## config.mk

```make
export PLATFORM = sky130hd
export DESIGN_NAME = spike_rate_encoder
export DESIGN_NICKNAME = d
export VERILOG_FILES = /design/src/rtl/snn_pkg.sv /design/src/rtl/spike_enc_channel.sv /design/src/rtl/spike_rate_encoder.sv
export SDC_FILE = /design/constraint.sdc
export NUM_CORES = 1
export LEC_CHECK = 0
export ABC_AREA = 1
export CAP_MARGIN = 10
export CORE_ASPECT_RATIO = 1.75
export CORE_MARGIN = 2
export CORE_UTILIZATION = 30
export DETAILED_ROUTE_END_ITERATION = 12
export SYNTH_ARGS = -nofsm -noshare
export SYNTH_HDL_FRONTEND = slang
export SYNTH_SLANG_ARGS = --single-unit
```

## constraint.sdc

```tcl
create_clock -name clk -period 2 [get_ports clk]
set_input_delay 0.3 -clock clk [delete_from_list [all_inputs] [get_ports clk]]
set_output_delay 0.3 -clock clk [all_outputs]
set_load 0.02 [all_outputs]
```

## src/rtl/snn_pkg.sv

```systemverilog
// Shared types and defaults for the spike rate encoder.
// Provides the encoder FSM enum, default sizes and the saturating adder
// used by the optional spike counter.
package snn_pkg;

    localparam int N_PIX_DEF   = 25;
    localparam int PIX_W_DEF   = 8;
    localparam int N_STEPS_DEF = 100;
    localparam int SPK_CNT_W   = 16;

    typedef enum logic [1:0] {
        IDLE = 2'd0,
        RUN  = 2'd1,
        DONE = 2'd2
    } enc_state_t;

    // Add and clamp at all-ones instead of wrapping.
    function automatic logic [SPK_CNT_W-1:0] sat_add(
        input logic [SPK_CNT_W-1:0] a,
        input logic [SPK_CNT_W-1:0] b
    );
        logic [SPK_CNT_W:0] s;
        s = {1'b0, a} + {1'b0, b};
        return s[SPK_CNT_W] ? {SPK_CNT_W{1'b1}} : s[SPK_CNT_W-1:0];
    endfunction

endpackage

```

## src/rtl/spike_enc_channel.sv

```systemverilog
// One rate-coding lane: latched pixel plus phase accumulator.
// Ports: clk, reset (sync, active-high), load (latch pix_in, clear acc),
// step (advance the accumulator), pix_in, spike (carry of this step's add).
module spike_enc_channel #(
    parameter int PIX_W = 8
) (
    input  logic             clk,
    input  logic             reset,
    input  logic             load,
    input  logic             step,
    input  logic [PIX_W-1:0] pix_in,
    output logic             spike
);

    logic [PIX_W-1:0] pix_q, pix_d;
    logic [PIX_W-1:0] acc_q, acc_d;
    logic [PIX_W:0]   sum;

    // The carry out of acc + pix is the spike for the step being taken;
    // the top registers it so the lane itself stays combinational here.
    assign sum   = {1'b0, acc_q} + {1'b0, pix_q};
    assign spike = sum[PIX_W];

    always_comb begin
        pix_d = pix_q;
        acc_d = acc_q;
        if (load) begin
            pix_d = pix_in;
            acc_d = '0;
        end else if (step) begin
            acc_d = sum[PIX_W-1:0];
        end
    end

    always_ff @(posedge clk) begin
        if (reset) begin
            pix_q <= '0;
            acc_q <= '0;
        end else begin
            pix_q <= pix_d;
            acc_q <= acc_d;
        end
    end

endmodule

```

## src/rtl/spike_rate_encoder.sv

```systemverilog
// Rate-codes a pixel frame into per-timestep spike vectors over a window
// of N_STEPS pulses, framed by start/busy/done.
// Ports: clk, reset (sync, active-high), pulse (timestep strobe), start,
// pixels (N_PIX*PIX_W frame), spike_out, spike_valid, busy, done, and
// spike_total when SPIKE_ENC_COUNT_EN is defined.
module spike_rate_encoder
    import snn_pkg::*;
#(
    parameter int N_PIX   = N_PIX_DEF,
    parameter int PIX_W   = PIX_W_DEF,
    parameter int N_STEPS = N_STEPS_DEF
) (
    input  logic                   clk,
    input  logic                   reset,
    input  logic                   pulse,
    input  logic                   start,
    input  logic [N_PIX*PIX_W-1:0] pixels,
    output logic [N_PIX-1:0]       spike_out,
    output logic                   spike_valid,
    output logic                   busy,
    output logic                   done
`ifdef SPIKE_ENC_COUNT_EN
    , output logic [SPK_CNT_W-1:0] spike_total
`endif
);

    localparam logic [15:0] LAST_STEP = 16'(N_STEPS - 1);

    enc_state_t       state_q, state_d;
    logic [15:0]      step_cnt_q, step_cnt_d;
    logic [N_PIX-1:0] spike_q, spike_d;
    logic             valid_q, valid_d;
    logic             busy_q, busy_d;
    logic             done_q, done_d;
    logic             load;
    logic             step;
    logic [N_PIX-1:0] spk_next;

    for (genvar i = 0; i < N_PIX; i++) begin : g_ch
        spike_enc_channel #(
            .PIX_W (PIX_W)
        ) u_ch (
            .clk    (clk),
            .reset  (reset),
            .load   (load),
            .step   (step),
            .pix_in (pixels[i*PIX_W +: PIX_W]),
            .spike  (spk_next[i])
        );
    end

    always_comb begin
        state_d    = state_q;
        step_cnt_d = step_cnt_q;
        spike_d    = spike_q;
        valid_d    = 1'b0;
        load       = 1'b0;
        step       = 1'b0;
        unique case (state_q)
            IDLE: begin
                // A pulse landing with start is not a timestep.
                if (start) begin
                    load       = 1'b1;
                    step_cnt_d = '0;
                    spike_d    = '0;
                    state_d    = RUN;
                end
            end
            RUN: begin
                if (pulse) begin
                    step       = 1'b1;
                    valid_d    = 1'b1;
                    spike_d    = spk_next;
                    step_cnt_d = step_cnt_q + 16'd1;
                    if (step_cnt_q == LAST_STEP) begin
                        state_d = DONE;
                    end
                end
            end
            DONE: begin
                // Last vector stays visible during DONE, cleared on exit.
                spike_d = '0;
                state_d = IDLE;
            end
            default: begin
                spike_d = '0;
                state_d = IDLE;
            end
        endcase
        busy_d = (state_d == RUN);
        done_d = (state_d == DONE);
    end

    always_ff @(posedge clk) begin
        if (reset) begin
            state_q    <= IDLE;
            step_cnt_q <= '0;
            spike_q    <= '0;
            valid_q    <= 1'b0;
            busy_q     <= 1'b0;
            done_q     <= 1'b0;
        end else begin
            state_q    <= state_d;
            step_cnt_q <= step_cnt_d;
            spike_q    <= spike_d;
            valid_q    <= valid_d;
            busy_q     <= busy_d;
            done_q     <= done_d;
        end
    end

    assign spike_out   = spike_q;
    assign spike_valid = valid_q;
    assign busy        = busy_q;
    assign done        = done_q;

`ifdef SPIKE_ENC_COUNT_EN
    localparam int POP_W = $clog2(N_PIX + 1);

    logic [SPK_CNT_W-1:0] total_q, total_d;
    logic [POP_W-1:0]     pop;

    always_comb begin
        pop = '0;
        for (int i = 0; i < N_PIX; i++) begin
            pop = pop + POP_W'(spk_next[i]);
        end
    end

    always_comb begin
        total_d = total_q;
        if (load) begin
            total_d = '0;
        end else if (step) begin
            total_d = sat_add(total_q, SPK_CNT_W'(pop));
        end
    end

    always_ff @(posedge clk) begin
        if (reset) begin
            total_q <= '0;
        end else begin
            total_q <= total_d;
        end
    end

    assign spike_total = total_q;
`endif

endmodule
```

==> run_results.csv <==
group,metric,value,unit
run_status,outcome,"finished with violations",
run_status,violations,"design-rule violations",
routing,ant_nets,0,
worst_setup_path,cpMaxStageDelayCell,"clkdlybuf4s50_1",
synth,synth_seq_area_share,0.3591,
timing,finalSetupTns,0,ps
placed_design,place_congestion,0.8484,
worst_setup_path,cp.arrival,1630,ps
floorplan,die_area,0.08530,mm2
synth,ys_seq_elements,446,
hold_path,min_from,"pixels[164]",
routing,drc,17,
worst_setup_path,worst_r2r_path_depth,10,
timing,finClkSkew,15.34,ps
timing,finalCriticalPeriod,1930,ps
timing,max-slew-margin-rel,0.6891,
routing,vias,22230,
layout,final_area,0.03031,mm2
hold_path,holdPathEnd,"g_ch[20].u_ch.pix_q[4]",
worst_setup_path,cp_top_family,"buffers and inverters",
routing,wl_met2,34600,um
clock_network,cts_buffers,48,
routing,routed_wirelength,66560,um
layout,nets,4195,
clock_network,cts_sinks,446,
worst_setup_path,max_stage_delay,640,ps
worst_setup_path,crit_fanout,2,
floorplan,start_util,0.3029,
worst_setup_path,crit_required,1700,ps
synth,syn_inst,3568,
clock_network,cts_max_level,2,
clock_network,post_cts_buffers,0,
hold_path,worstHoldPathCells,3,
floorplan,core-area,0.08209,mm2
routing,wl_met1,27370,um
power_and_ir_drop,p_per_area,754.7,mW/mm2
floorplan,fp.dieW,221.6,um
clock_network,cts_resized,2,
global_routing,grt_first_pass_wirelength,108400,um
clock_network,clockBufferDepth,3,
routing,first_pass_iters,9,
worst_setup_path,critical_path.cell_chain,"clkdlybuf4s50_1",
layout,n_fill_cell,8703,
clock_network,hold_buffers,0,
synth,ys_types,31,
timing,finalCritPeriodShare,0.9651,
routing,wl_per_cell,13.70,um
routing,wl_met3,2340,um
worst_setup_path,r2r_start,"g_ch[24].u_ch.acc_q[0]",
worst_setup_path,start_kind,"register",
clock_network,cts_tree,"done",
routing,vias_per_cell,4.574,
clock_network,clkTransAtPathRegs,60,ps
worst_setup_path,endpoint_kind,"output port",
timing,finalSetupViolations,0,
worst_setup_path,r2r_setup_slack,250,ps
floorplan,row_count,139,
worst_setup_path,worstReg2RegEnd,"spike_out[24]",
clock_network,insertion_delay,600,ps
hold_path,hold_class,"primary input to register",
synth,synth_top_flop_cell,"dfxtp_1",
global_routing,grt_pass1_vias,21900,
routing,top_layer,"met5",
placed_design,portBuffers,231,
placed_design,dp_hpwl,47980,um
layout,syn2layout_area_growth,21.90,%
worst_setup_path,startpoint,"spike_out[6]",
synth,synth_nets,3998,
global_routing,grt_max_degree,86,
routing,drt-initial-drc-count,879,
placed_design,placed_cell_area,0.02869,mm2
flow_run,maxCapViolations,0,
timing,rsz0062_at_grt,"false",
synth,ys_async_sr_fraction,0,
timing,worst_pin_slew,466.4,ps
synth,ys.warnings.count,0,
synth,synth_edf_count,0,
floorplan,io_pins,232,
worst_setup_path,path_buf_inv,1,
synth,syn-cell-area,0.02487,mm2
power_and_ir_drop,p_leak,14.88,nW
timing,max_freq,518.1,MHz
timing,final-hold-violation-count,0,
global_routing,grt_overflow_total,0,
layout,drive_gt1_frac,0.04419,
layout,antennaDiodeCount,0,
timing,final_max_slew_viol_count,0,
worst_setup_path,path_class,"register to output port",
power_and_ir_drop,vdd_ir_drop_max,0.6798,mV
synth,syn_avg_cell_area,6.969,um2
global_routing,antenna_found_initial,2,
floorplan,die_h,384.9,um
global_routing,grt_util_all_layers,0.1565,
clock_network,clockRootBuffer,"clkbuf_16",
==> worst min-delay path, delay by kind of cell <==
kind / cells / cell delay [ps]
AO/OA/AOI/OAI: 1 / 150
AND/OR/NAND/NOR: 1 / 40
buffers and inverters: 1 / 390
==> area by class of cell <==
type                    count  area [um2]  area share
well taps                1057        1323     0.04363
inverters                 453        1723     0.05684
multi-input cells        2526       13580      0.4481
flip-flops and latches    446        8929      0.2945
clock inverters            25       291.5    0.009617
repair buffers            290        3128      0.1032
clock buffers              62        1335     0.04404
==> per-stage QoR <==
stage / cells / hold slack (ps) / worst slack [ps] / utilization / total power, W
floorplan: 3568 / 447.3 / 434.6 / - / 0.01236
global placement: 4772 / 454.5 / 91.23 / 0.3495 / 0.01372
detailed placement: 4772 / 455.2 / 94.53 / 0.3495 / 0.01378
CTS: 4859 / 271.9 / 8.159 / 0.3693 / 0.02331
global route: 4859 / 293.1 / 5.200 / 0.3693 / 0.02412
finish: 4859 / 322.5 / 69.88 / 0.3693 / 0.02288
==> power by group <==
| group | internal (W) | switching (W) | total, W |
|---|---|---|---|
| Combinational | 0.00164 | 0.00210 | 0.00374 |
| Clock | 0.00539 | 0.00396 | 0.00935 |
| Sequential | 0.00942 | 0.000374 | 0.00979 |
| Total | 0.0164 | 0.00643 | 0.0229 |
==> synth_stat cells (25+ instances only) <==
cell type	count	area [um2]
a21oi_1	195	975.9
buf_2	53	265.3
clkbuf_1	66	247.7
dfxtp_1	446	8929
fa_1	25	500.5
ha_1	201	2515
inv_1	446	1674
nand2_1	843	3164
nand3_1	245	1226
nor2_1	486	1824
o21a_1	85	638.1
o21ai_0	254	1271
o21bai_1	40	300.3
xnor2_1	39	341.6
xor2_1	36	315.3
==> metal layers <==
metal / vias up / global-route usage
li1: 11730 / -
met1: 10050 / 0.1699
met2: 324 / 0.3031
met3: 115 / 0.02294
met4: 4 / 0.05956
met5: - / 0
==> worst max-delay path by stage <==
| stage | endpoint | slack (ps) | depth (start not counted) |
|---|---|---|---|
| floorplan | g_ch[24].u_ch.acc_q[6] | 430 | 11 |
| global placement | g_ch[7].u_ch.acc_q[5] | 90 | 9 |
| detailed placement | g_ch[7].u_ch.acc_q[5] | 90 | 9 |
| CTS | spike_out[6] | 8 | 1 |
| global route | spike_out[6] | 5 | 1 |
| finish | spike_out[6] | 70 | 1 |
==> cells by family (layout without fill, tap and decap cells) <==
logic type / Yosys count / count (layout) / synth area share
adder cells (fa/ha/maj): 226 / 226 / 0.1213
AND/OR/NAND/NOR: 1627 / 1627 / 0.2647
flip-flops: 446 / 446 / 0.3591
XOR/XNOR: 75 / 75 / 0.02642
buffers and inverters: 596 / 830 / 0.09525
AO/OA/AOI/OAI: 598 / 598 / 0.1333
==> placed cells by master (no fill, tap or decap), drive strengths merged, types with 6 or more instances in the layout <==
master	instances
o21bai	40
clkinv	10
buf	59
xor2	36
dfxtp	446
o21a	85
a21oi	195
nor2	487
fa	25
clkbuf	62
nand2	845
inv	457
clkdlybuf4s50	229
ha	201
o21ai	275
nand4	16
or2	16
xnor2	39
nand3	246
nand3b	16
clkinvlp	6
==> registers in the layout, summed over array words and instances (netlist names) <==
register         cells
done                 1
step_cnt_q          16
spike_out           25
g_ch.u_ch.pix_q    200
g_ch.u_ch.acc_q    200
spike_valid          1
busy                 1
state_q              2
No activity file was read; power rests on OpenSTA's default activity.
